**config.mk**
```make
export PLATFORM = sky130hd
export DESIGN_NAME = uart_rotation_parser
export DESIGN_NICKNAME = d
export VERILOG_FILES = /design/src/rtl/uart_rotation_parser.sv
export SDC_FILE = /design/constraint.sdc
export NUM_CORES = 1
export LEC_CHECK = 0
export CAP_MARGIN = 10
export CORE_MARGIN = 3
export CORE_UTILIZATION = 55
export CTS_BUF_LIST = sky130_fd_sc_hd__clkbuf_8
export DETAILED_ROUTE_END_ITERATION = 8
export PLACE_DENSITY = 0.78
export REMOVE_ABC_BUFFERS = 1
export SYNTH_ARGS = -nofsm -noshare
export SYNTH_HDL_FRONTEND = slang
export SYNTH_SLANG_ARGS = --single-unit
```
**constraint.sdc**
```tcl
create_clock -name clk_100MHz -period 5.4 [get_ports clk_100MHz]
set_input_delay 1.62 -clock clk_100MHz [delete_from_list [all_inputs] [get_ports clk_100MHz]]
set_output_delay 1.62 -clock clk_100MHz [all_outputs]
set_load 0.005 [all_outputs]
```
**src/rtl/uart_rotation_parser.sv**
```systemverilog
// Line parser behind the UART receiver: turns "L<digits>\n" / "R<digits>\n" into
// direction+magnitude commands on a valid/ready port, with status counters.
module uart_rotation_parser #(
    parameter int DBITS      = 8,
    parameter int VALUE_BITS = 16,
    parameter int CNT_BITS   = 16
) (
    input  logic                  clk_100MHz,
    input  logic                  reset_n,
    input  logic                  rx_char_received,
    input  logic [DBITS-1:0]      rx_byte,
    output logic                  cmd_valid,
    input  logic                  cmd_ready,
    output logic                  cmd_dir,
    output logic [VALUE_BITS-1:0] cmd_value,
    output logic                  cmd_sat,
    output logic [CNT_BITS-1:0]   line_count,
    output logic [CNT_BITS-1:0]   err_count,
    output logic [CNT_BITS-1:0]   overrun_count,
    output logic                  eot_seen
);
    localparam int AW = VALUE_BITS + 4;
    localparam logic [DBITS-1:0] C_L   = DBITS'(8'h4C);
    localparam logic [DBITS-1:0] C_R   = DBITS'(8'h52);
    localparam logic [DBITS-1:0] C_CR  = DBITS'(8'h0D);
    localparam logic [DBITS-1:0] C_LF  = DBITS'(8'h0A);
    localparam logic [DBITS-1:0] C_SP  = DBITS'(8'h20);
    localparam logic [DBITS-1:0] C_EOT = DBITS'(8'h04);
    localparam logic [DBITS-1:0] C_0   = DBITS'(8'h30);
    localparam logic [DBITS-1:0] C_9   = DBITS'(8'h39);
    localparam logic [VALUE_BITS-1:0] VMAX = {VALUE_BITS{1'b1}};

    typedef enum logic [1:0] {S_IDLE, S_DIGITS, S_ERROR} state_t;

    state_t                r_state;
    logic [VALUE_BITS-1:0] r_acc;
    logic                  r_acc_sat;
    logic                  r_seen;
    logic                  r_line_dir;
    logic                  r_valid;
    logic                  r_dir;
    logic [VALUE_BITS-1:0] r_value;
    logic                  r_sat;
    logic [CNT_BITS-1:0]   r_lines;
    logic [CNT_BITS-1:0]   r_errs;
    logic [CNT_BITS-1:0]   r_overruns;
    logic                  r_eot;

    logic          w_is_digit;
    logic [AW-1:0] w_digit;
    logic [AW-1:0] w_acc_next;
    logic          w_over;
    logic          w_fire;
    logic          w_free;

    function automatic logic [CNT_BITS-1:0] sat_inc(input logic [CNT_BITS-1:0] c);
        return (&c) ? c : c + 1'b1;
    endfunction

    assign w_is_digit = (rx_byte >= C_0) && (rx_byte <= C_9);
    assign w_digit    = AW'(rx_byte - C_0);
    // Wide accumulate so overflow of the VALUE_BITS result is detectable.
    assign w_acc_next = {4'b0000, r_acc} * AW'(10) + w_digit;
    assign w_over     = w_acc_next > AW'(VMAX);
    assign w_fire     = r_valid && cmd_ready;
    assign w_free     = !r_valid || cmd_ready;

    always_ff @(posedge clk_100MHz or negedge reset_n) begin
        if (!reset_n) begin
            r_state    <= S_IDLE;
            r_acc      <= '0;
            r_acc_sat  <= 1'b0;
            r_seen     <= 1'b0;
            r_line_dir <= 1'b0;
            r_valid    <= 1'b0;
            r_dir      <= 1'b0;
            r_value    <= '0;
            r_sat      <= 1'b0;
            r_lines    <= '0;
            r_errs     <= '0;
            r_overruns <= '0;
            r_eot      <= 1'b0;
        end else begin
            if (w_fire) r_valid <= 1'b0;
            if (rx_char_received) begin
                unique case (r_state)
                    S_IDLE: begin
                        if (rx_byte == C_L || rx_byte == C_R) begin
                            r_state    <= S_DIGITS;
                            r_line_dir <= (rx_byte == C_R);
                            r_acc      <= '0;
                            r_acc_sat  <= 1'b0;
                            r_seen     <= 1'b0;
                        end else if (rx_byte == C_EOT) begin
                            r_eot <= 1'b1;
                        end else if (rx_byte != C_CR && rx_byte != C_LF && rx_byte != C_SP) begin
                            r_state <= S_ERROR;
                            r_errs  <= sat_inc(r_errs);
                        end
                    end
                    S_DIGITS: begin
                        if (w_is_digit) begin
                            r_acc  <= w_over ? VMAX : w_acc_next[VALUE_BITS-1:0];
                            r_seen <= 1'b1;
                            if (w_over) r_acc_sat <= 1'b1;
                        end else if (rx_byte == C_LF) begin
                            r_state <= S_IDLE;
                            if (!r_seen) begin
                                r_errs <= sat_inc(r_errs);
                            end else if (w_free) begin
                                // Loading here overrides the handshake clear above.
                                r_valid <= 1'b1;
                                r_dir   <= r_line_dir;
                                r_value <= r_acc;
                                r_sat   <= r_acc_sat;
                                r_lines <= sat_inc(r_lines);
                            end else begin
                                r_overruns <= sat_inc(r_overruns);
                            end
                        end else if (rx_byte != C_CR) begin
                            r_state <= S_ERROR;
                            r_errs  <= sat_inc(r_errs);
                        end
                    end
                    S_ERROR: begin
                        if (rx_byte == C_LF) r_state <= S_IDLE;
                    end
                    default: r_state <= S_IDLE;
                endcase
            end
        end
    end

    assign cmd_valid     = r_valid;
    assign cmd_dir       = r_dir;
    assign cmd_value     = r_value;
    assign cmd_sat       = r_sat;
    assign line_count    = r_lines;
    assign err_count     = r_errs;
    assign overrun_count = r_overruns;
    assign eot_seen      = r_eot;
endmodule
```
Yosys cells after proc, flatten, opt, wreduce, memory -nomap -nowiden
Cells that the tools add are included.
{ "op_classes": {"magnitude_cmp": 3, "div": 0, "shift": 0, "n_eq_ne": 21, "n_mul": 1, "n_reduce_logical": 21, "n_addsub": 5, "n_bitwise": 5, "mux": 34} }
{ "ops": {"columns": ["cell", "count"], "rows": [
  ["$mux W16", 11],
  ["$pmux W16 S2", 2],
  ["$add A16 B1 Y16 const B", 3],
  ["$reduce_and A16 Y1", 3],
  ["$add A20 B20 Y20", 1],
  ["$gt A20 B16 Y1 const B", 1],
  ["$mul A16 B3 Y19 const B", 1],
  ["$eq A8 B7 Y1 const B", 2],
  ["$ne A2 B2 Y1 const B", 8],
  ["$ne A8 B4 Y1 const B", 2],
  ["$mux W2", 7],
  ["$reduce_and A7 Y1", 2],
  ["$ne A3 B3 Y1 const B", 4],
  ["$reduce_and A6 Y1", 2],
  ["$mux W1", 11],
  ["$sub A8 B6 Y9 const B", 1],
  ["$eq A8 B3 Y1 const B", 1],
  ["$eq A8 B4 Y1 const B", 1],
  ["$ge A8 B6 Y1 const B", 1],
  ["$le A8 B6 Y1 const B", 1],
  ["$ne A8 B6 Y1 const B", 1],
  ["$reduce_and A4 Y1", 2],
  ["$reduce_and A8 Y1", 1],
  ["$pmux W2 S3", 1],
  ["other kinds (11)", 20]
]} }
{ "word_totals": {"register_bits": 89, "romBits": 0, "ramBits": 0, "latch_bits": 0, "input_bits": 12, "n_memories": 0, "word_cells": 103, "out_inout_bits": 68} }

Longest topological paths before layout
Gate-level depths: netlist of run 1.
{ "logic_depth": {"depth_word": 8, "ltp_mapped": 22, "ltp_nobuf": 21} }

Worst setup path after synthesis of run 1
No wires, ideal clock.
{ "synth_timing": {"path_kind": "input port to flip-flop", "from": "in rx_byte[4]", "to": "reg r_acc[0]", "slack_ns": 0.743, "t_required_ns": 5.268, "path_buffers": 1, "setup_ns": 0.132, "t_arrival_ns": 4.525, "cell_stages": 13, "path_cell_list": "ha_1 > or3_1 > inv_1 > ha_1 > a21oi_1 > o211ai_1 > nand3_1 > a21oi_1 > a221oi_1 > nand4_1 > a2111oi_4 > buf_6 > o21ai_1"} }
{ "synth_via": {"elab_chain_len": 6, "word_cells_on_any_way": 15, "cone_classes": "add/sub: 2; order compare: 3; eq/ne: 4; mux: 3; reduce/logical: 3"} }
{ "synth_lines": {"columns": ["item", "line", "text"], "rows": [
  ["start, declared", "11", "input logic [DBITS-1:0] rx_byte,"],
  ["$sub A8 B6 Y9", "61", "assign w_digit = AW'(rx_byte - C_0);"],
  ["$add A20 B20 Y20", "63", "assign w_acc_next = {4'b0000, r_acc} * AW'(10) + w_digit;"],
  ["$gt A20 B16 Y1", "64", "assign w_over = w_acc_next > AW'(VMAX);"],
  ["$mux W16", "103", "r_acc <= w_over ? VMAX : w_acc_next[VALUE_BITS-1:0];"],
  ["$mux W16", "102", "if (w_is_digit) begin"],
  ["$pmux W16 S2", "86", "unique case (r_state)"],
  ["end signal, assigned", "103", null],
  ["end, declared", "36", "logic [VALUE_BITS-1:0] r_acc;"]
]} }
Several ways; a longest one is shown, not always the timed one. The select of a mux whose other input is x is not followed.
A chain may end at the register's enable or synchronous reset.

Worst setup path after layout of run 1
{ "layout_timing": {"from": "reg r_acc[1]", "to": "reg r_acc[8]"} }
{ "layout_via": {"elab_chain_len": 6} }
{ "layout_lines": {"columns": ["item", "line"], "rows": [
  ["$mul A16 B3 Y19 *", "63"],
  ["$add A20 B20 Y20 *", "63"],
  ["$gt A20 B16 Y1", "64"],
  ["$mux W16 *", "103"],
  ["$mux W16 *", "102"],
  ["$pmux W16 S2 *", "86"]
]} }
Mark *: on every way between the ends. The rest lies on a longest branch, timed or not. The select of a mux whose other input is x is not followed.

==> flow_summary.html, run 1 <==
<table>
<tr><th>Metric</th><th>Value</th></tr>
<tr><th colspan="2">Outcome</th></tr>
<tr><td>Status</td><td>finished, final reports clean</td></tr>
<tr><th colspan="2">Detailed routing</th></tr>
<tr><td>Violation count after the first detailed-route iteration</td><td>379</td></tr>
<tr><td>Number of antenna-violating nets in the routed design</td><td>0</td></tr>
<tr><td>Per-cell via count in the routed design</td><td>5.746</td></tr>
<tr><td>Average wire per standard cell</td><td>15.81 µm</td></tr>
<tr><td>Count of TritonRoute iterations in the first routing pass</td><td>5</td></tr>
<tr><td>DRC violations left</td><td>0</td></tr>
<tr><td>Total detailed-routing wirelength</td><td>13,160 µm</td></tr>
<tr><td>Vias after detailed routing</td><td>4,781</td></tr>
<tr><th colspan="2">Floorplanning</th></tr>
<tr><td>Core region area</td><td>9955 µm²</td></tr>
<tr><td>Number of placement rows</td><td>36</td></tr>
<tr><td>Die Outline Area</td><td>11,660 µm²</td></tr>
<tr><td>Die boundary height</td><td>108.0 µm</td></tr>
<tr><td>Initial cell density of the core</td><td>57.48%</td></tr>
<tr><td>DIE WIDTH</td><td>108.0 µm</td></tr>
<tr><td>Number of top-level design ports</td><td>80</td></tr>
<tr><th colspan="2">Setup path</th></tr>
<tr><td>Kind of end point of the critical path</td><td>flop</td></tr>
<tr><td>Slowest cell on the critical path</td><td>sky130_fd_sc_hd__dfrtp_1</td></tr>
<tr><td>Data required time of the worst path</td><td>5610 ps</td></tr>
<tr><td>Launching element type of the critical path</td><td>flop</td></tr>
<tr><td>Critical Path, Cell by Cell</td><td>ha_1 -&gt; ha_1 -&gt; inv_1 -&gt; fa_1 -&gt; nor2b_1 -&gt; o21ai_0 -&gt; a21boi_1 -&gt; o21ai_0 -&gt; a21oi_2 -&gt; a21o_1 -&gt; a21oi_1 -&gt; xnor2_2 -&gt; ha_1 -&gt; a21oi_1 -&gt; o21ai_1 -&gt; nor3_1 -&gt; a21oi_1 -&gt; a221oi_2 -&gt; nand4_1 -&gt; a2111oi_4 -&gt; buf_12 -&gt; o21ai_0</td></tr>
<tr><td>CP peak stage delay</td><td>470 ps</td></tr>
<tr><td>Buffers and inverters on the worst path</td><td>2</td></tr>
<tr><td>Register-to-register setup slack</td><td>400 ps</td></tr>
<tr><td>Startpoint of the most critical register-to-register path</td><td>r_acc[1]</td></tr>
<tr><td>Worst EP arrival</td><td>5220 ps</td></tr>
<tr><td>R2R Path End</td><td>r_acc[8]</td></tr>
<tr><td>Critical path start-end classification</td><td>flop to flop</td></tr>
<tr><td>Family with the most delay on the worst path</td><td>compound AO/OA/AOI/OAI gates</td></tr>
<tr><td>Cell depth of the worst setup path</td><td>22</td></tr>
<tr><td>Peak fanout along the critical path</td><td>17</td></tr>
<tr><td>Count of cells along the worst register-to-register path</td><td>22</td></tr>
<tr><th colspan="2">Placement</th></tr>
<tr><td>Final Wtd Congestion</td><td>0.8801</td></tr>
<tr><td># port buffers</td><td>79</td></tr>
<tr><td>Placed standard-cell area</td><td>6681 µm²</td></tr>
<tr><td>Detailed placement HPWL</td><td>10,130 µm</td></tr>
<tr><th colspan="2">STA</th></tr>
<tr><td>Unrepaired setup endpoints after global routing</td><td>false</td></tr>
<tr><td>Headroom to the max-slew limit</td><td>28.39%</td></tr>
<tr><td>Total Negative Setup Slacks</td><td>0 ps</td></tr>
<tr><td>Final Skew</td><td>15.99 ps</td></tr>
<tr><td>Number of hold-slack violations in the final timing report</td><td>0</td></tr>
<tr><td>Period utilization</td><td>92.68%</td></tr>
<tr><td>Highest Clock Rate</td><td>199.8 MHz</td></tr>
<tr><td>Max-slew violations</td><td>0</td></tr>
<tr><td>Actual transition at the worst max-transition pin</td><td>1074 ps</td></tr>
<tr><td>Min cycle time layout</td><td>5005 ps</td></tr>
<tr><td>Setup violation total in the final timing report</td><td>0</td></tr>
<tr><th colspan="2">Clocking</th></tr>
<tr><td>Hold bufs inserted after CTS</td><td>0</td></tr>
<tr><td>Root buffer cell</td><td>sky130_fd_sc_hd__clkbuf_8</td></tr>
<tr><td>Insertion delay of the later-clocked pin in the worst-skew pair</td><td>360 ps</td></tr>
<tr><td>Clock transition time at the flip-flop clock pins of the worst setup and hold paths</td><td>90 ps</td></tr>
<tr><td>Clock Path Buffers</td><td>2</td></tr>
<tr><td>TritonCTS Sinks</td><td>89</td></tr>
<tr><td>H-Tree Depth</td><td>3</td></tr>
<tr><td>CTS tree</td><td>built</td></tr>
<tr><td>CTS Buf Count</td><td>9</td></tr>
<tr><th colspan="2">Min path</th></tr>
<tr><td>Hold_sp</td><td>cmd_value[14]</td></tr>
<tr><td>Hold Crit Class</td><td>flop to flop</td></tr>
<tr><td>Worst min-delay path endpoint</td><td>cmd_value[14]</td></tr>
<tr><td>Worst hold path depth</td><td>2</td></tr>
<tr><th colspan="2">Cells and area</th></tr>
<tr><td>Share of final-layout standard cells stronger than drive strength 1</td><td>6.152%</td></tr>
<tr><td>Net count, final</td><td>763</td></tr>
<tr><td>Commonest non-fill, non-tap cells in the layout</td><td>105 x sky130_fd_sc_hd__nand2_1, 89 x sky130_fd_sc_hd__dfrtp_1, 78 x sky130_fd_sc_hd__clkdlybuf4s50_1</td></tr>
<tr><td>Cell area after layout</td><td>6907 µm²</td></tr>
<tr><td>Most common cell after layout, fill and taps aside</td><td>sky130_fd_sc_hd__nand2_1</td></tr>
<tr><td>Area overhead of the layout relative to synthesis</td><td>20.71%</td></tr>
<tr><td>Ant. Diodes</td><td>0</td></tr>
<tr><th colspan="2">Power and ir drop</th></tr>
<tr><td>Peak ir drop on the vdd network</td><td>0.0001171 V</td></tr>
<tr><td>Cell leakage power</td><td>3.371 nW</td></tr>
<tr><td>Power Dens Cells</td><td>179.5 nW/µm²</td></tr>
<tr><th colspan="2">Logic synthesis</th></tr>
<tr><td>Yosys Warn Count</td><td>0</td></tr>
<tr><td>Sequential fraction of the synthesis area</td><td>38.92%</td></tr>
<tr><td>Top_reg_cell synth</td><td>sky130_fd_sc_hd__dfrtp_1</td></tr>
<tr><td>Number of cells produced by synthesis</td><td>611</td></tr>
<tr><td>Post-synthesis instance area</td><td>5722 µm²</td></tr>
<tr><td>Number of enable flip-flop cells after synthesis</td><td>0</td></tr>
<tr><td>Proportion of register bits with asynchronous set or reset after synthesis</td><td>100.0%</td></tr>
<tr><td>Post-synth cell types</td><td>61</td></tr>
<tr><td>Number of register bits inferred by synthesis</td><td>89</td></tr>
<tr><td>Syn_area_per_cell</td><td>9.365 µm²</td></tr>
<tr><th colspan="2">GRT</th></tr>
<tr><td>Number of global-route vias before repair</td><td>4,543</td></tr>
<tr><td>Number of antenna violations at the first check in global routing</td><td>0</td></tr>
<tr><td>Global-route usage over all layers</td><td>23.13%</td></tr>
<tr><td>Remaining global-route overflow</td><td>0</td></tr>
<tr><td>Maximum number of pins on one net before global-route repair</td><td>90</td></tr>
<tr><td>Wire length of the first global-routing pass</td><td>21,800 µm</td></tr>
<tr><th colspan="2">Job</th></tr>
<tr><td>Count of maximum capacitance violations</td><td>0</td></tr>
</table>
## power breakdown
part           leakage [nW]  internal, mW  total [mW]  switching, mW
Sequential             1.23         0.669       0.672        0.00360
Clock                 0.102         0.222       0.476          0.254
Combinational          2.04        0.0371      0.0912         0.0541
Total                  3.37         0.928        1.24          0.312
## metrics by stage
step	util [%]	total power, mW	setup WS (ps)	cells	hold slack (ps)
6_report	69.38	1.240	395.0	832	466.4
5_1_grt	69.38	1.289	9.611	832	503.0
4_1_cts	69.21	1.254	148.6	832	474.8
3_5_place_dp	67.12	0.7771	41.09	816	455.5
3_3_place_gp	67.12	0.7748	157.0	816	448.7
2_1_floorplan	-	0.7292	594.5	598	445.6
## worst max-delay path by stage
stage / slack, ps / from / endpoint
5_1_grt: 10 / r_acc[1] / r_acc[9]
4_1_cts: 150 / r_acc[1] / r_acc[8]
3_3_place_gp: 160 / rx_byte[4] / r_acc[10]
3_5_place_dp: 40 / rx_byte[4] / r_acc[13]
2_1_floorplan: 590 / rx_byte[4] / r_acc[13]
6_report: 400 / r_acc[1] / r_acc[8]
## tightest hold or removal path, cell delays in order (launching register included)
cell	delay [ps]
sky130_fd_sc_hd__dfrtp_1	350
sky130_fd_sc_hd__nand2_1	50
sky130_fd_sc_hd__nand2_1	50
## flip-flops by register name (all words and copies together), names as in the netlist
signal         count
cmd_value         16
err_count         16
line_count        16
overrun_count     16
r_acc             16
r_state            2
cmd_dir            1
cmd_sat            1
cmd_valid          1
eot_seen           1
r_acc_sat          1
r_line_dir         1
r_seen             1
## synthesized netlist by cell type (4+ instances only)
master | count | area share (%)
sky130_fd_sc_hd__and3_1 | 16 | 1.7
sky130_fd_sc_hd__nor3_1 | 9 | 0.79
sky130_fd_sc_hd__nand2b_1 | 4 | 0.44
sky130_fd_sc_hd__nand3_1 | 26 | 2.3
sky130_fd_sc_hd__clkbuf_1 | 10 | 0.66
sky130_fd_sc_hd__o21a_1 | 7 | 0.92
sky130_fd_sc_hd__inv_1 | 15 | 0.98
sky130_fd_sc_hd__xnor2_1 | 54 | 8.3
sky130_fd_sc_hd__o211ai_1 | 4 | 0.52
sky130_fd_sc_hd__dfrtp_1 | 89 | 39
sky130_fd_sc_hd__a21oi_1 | 30 | 2.6
sky130_fd_sc_hd__a22oi_1 | 14 | 1.8
sky130_fd_sc_hd__o21ai_0 | 17 | 1.5
sky130_fd_sc_hd__ha_1 | 55 | 12
sky130_fd_sc_hd__a211oi_1 | 4 | 0.52
sky130_fd_sc_hd__nand4_1 | 12 | 1.3
sky130_fd_sc_hd__a21o_1 | 8 | 1.0
sky130_fd_sc_hd__nor2b_1 | 4 | 0.44
sky130_fd_sc_hd__nor2_1 | 33 | 2.2
sky130_fd_sc_hd__nand2_1 | 105 | 6.9
sky130_fd_sc_hd__o21ai_1 | 14 | 1.2
sky130_fd_sc_hd__xor2_1 | 20 | 3.1
## logic make-up after synthesis
family | count (synthesis) | share of synthesized area, %
adder cells (fa/ha/maj) | 57 | 12.73
buffers and inverters | 28 | 2.012
multiplexers | 4 | 0.7653
AND/OR/NAND/NOR | 233 | 19.31
flip-flops | 89 | 38.92
AO/OA/AOI/OAI | 126 | 14.94
XOR/XNOR | 74 | 11.33
## timing repair
action	CTS	global route
buffers inserted	0	0
gates resized for setup	0	4
endpoints found under the setup margin	0	17
## cell type report
type                    count  area, µm²
multi-input cells         494       3403
fillers                   762       3048
flip-flops and latches     89       2227
repair buffers             85      845.8
well taps                 133      166.4
clock buffers               9      123.9
clock inverters             7      83.83
inverters                  15      56.30
## layer usage
layer / up-vias / track usage, % / part of all wire [%] / routed length [µm]
met1: 2276 / 33.00 / 47 / 6222
li1: 2342 / - / - / -
met4: 0 / 6.853 / 1.6 / 206
met5: - / 0 / 0 / 0
met3: 17 / 3.104 / 5.4 / 707
met2: 146 / 37.03 / 46 / 6020
(Power assumes the default switching activity.)
==> run 2: changes to the inputs <==
--- a/config.mk
+++ b/config.mk
@@ -8,7 +8,6 @@
 export CAP_MARGIN = 10
 export CORE_MARGIN = 3
 export CORE_UTILIZATION = 55
-export CTS_BUF_LIST = sky130_fd_sc_hd__clkbuf_8
 export DETAILED_ROUTE_END_ITERATION = 8
 export PLACE_DENSITY = 0.78
 export REMOVE_ABC_BUFFERS = 1
==> results of run 2 <==
The final DEF is identical to that of run 1; final timing and power are the same.
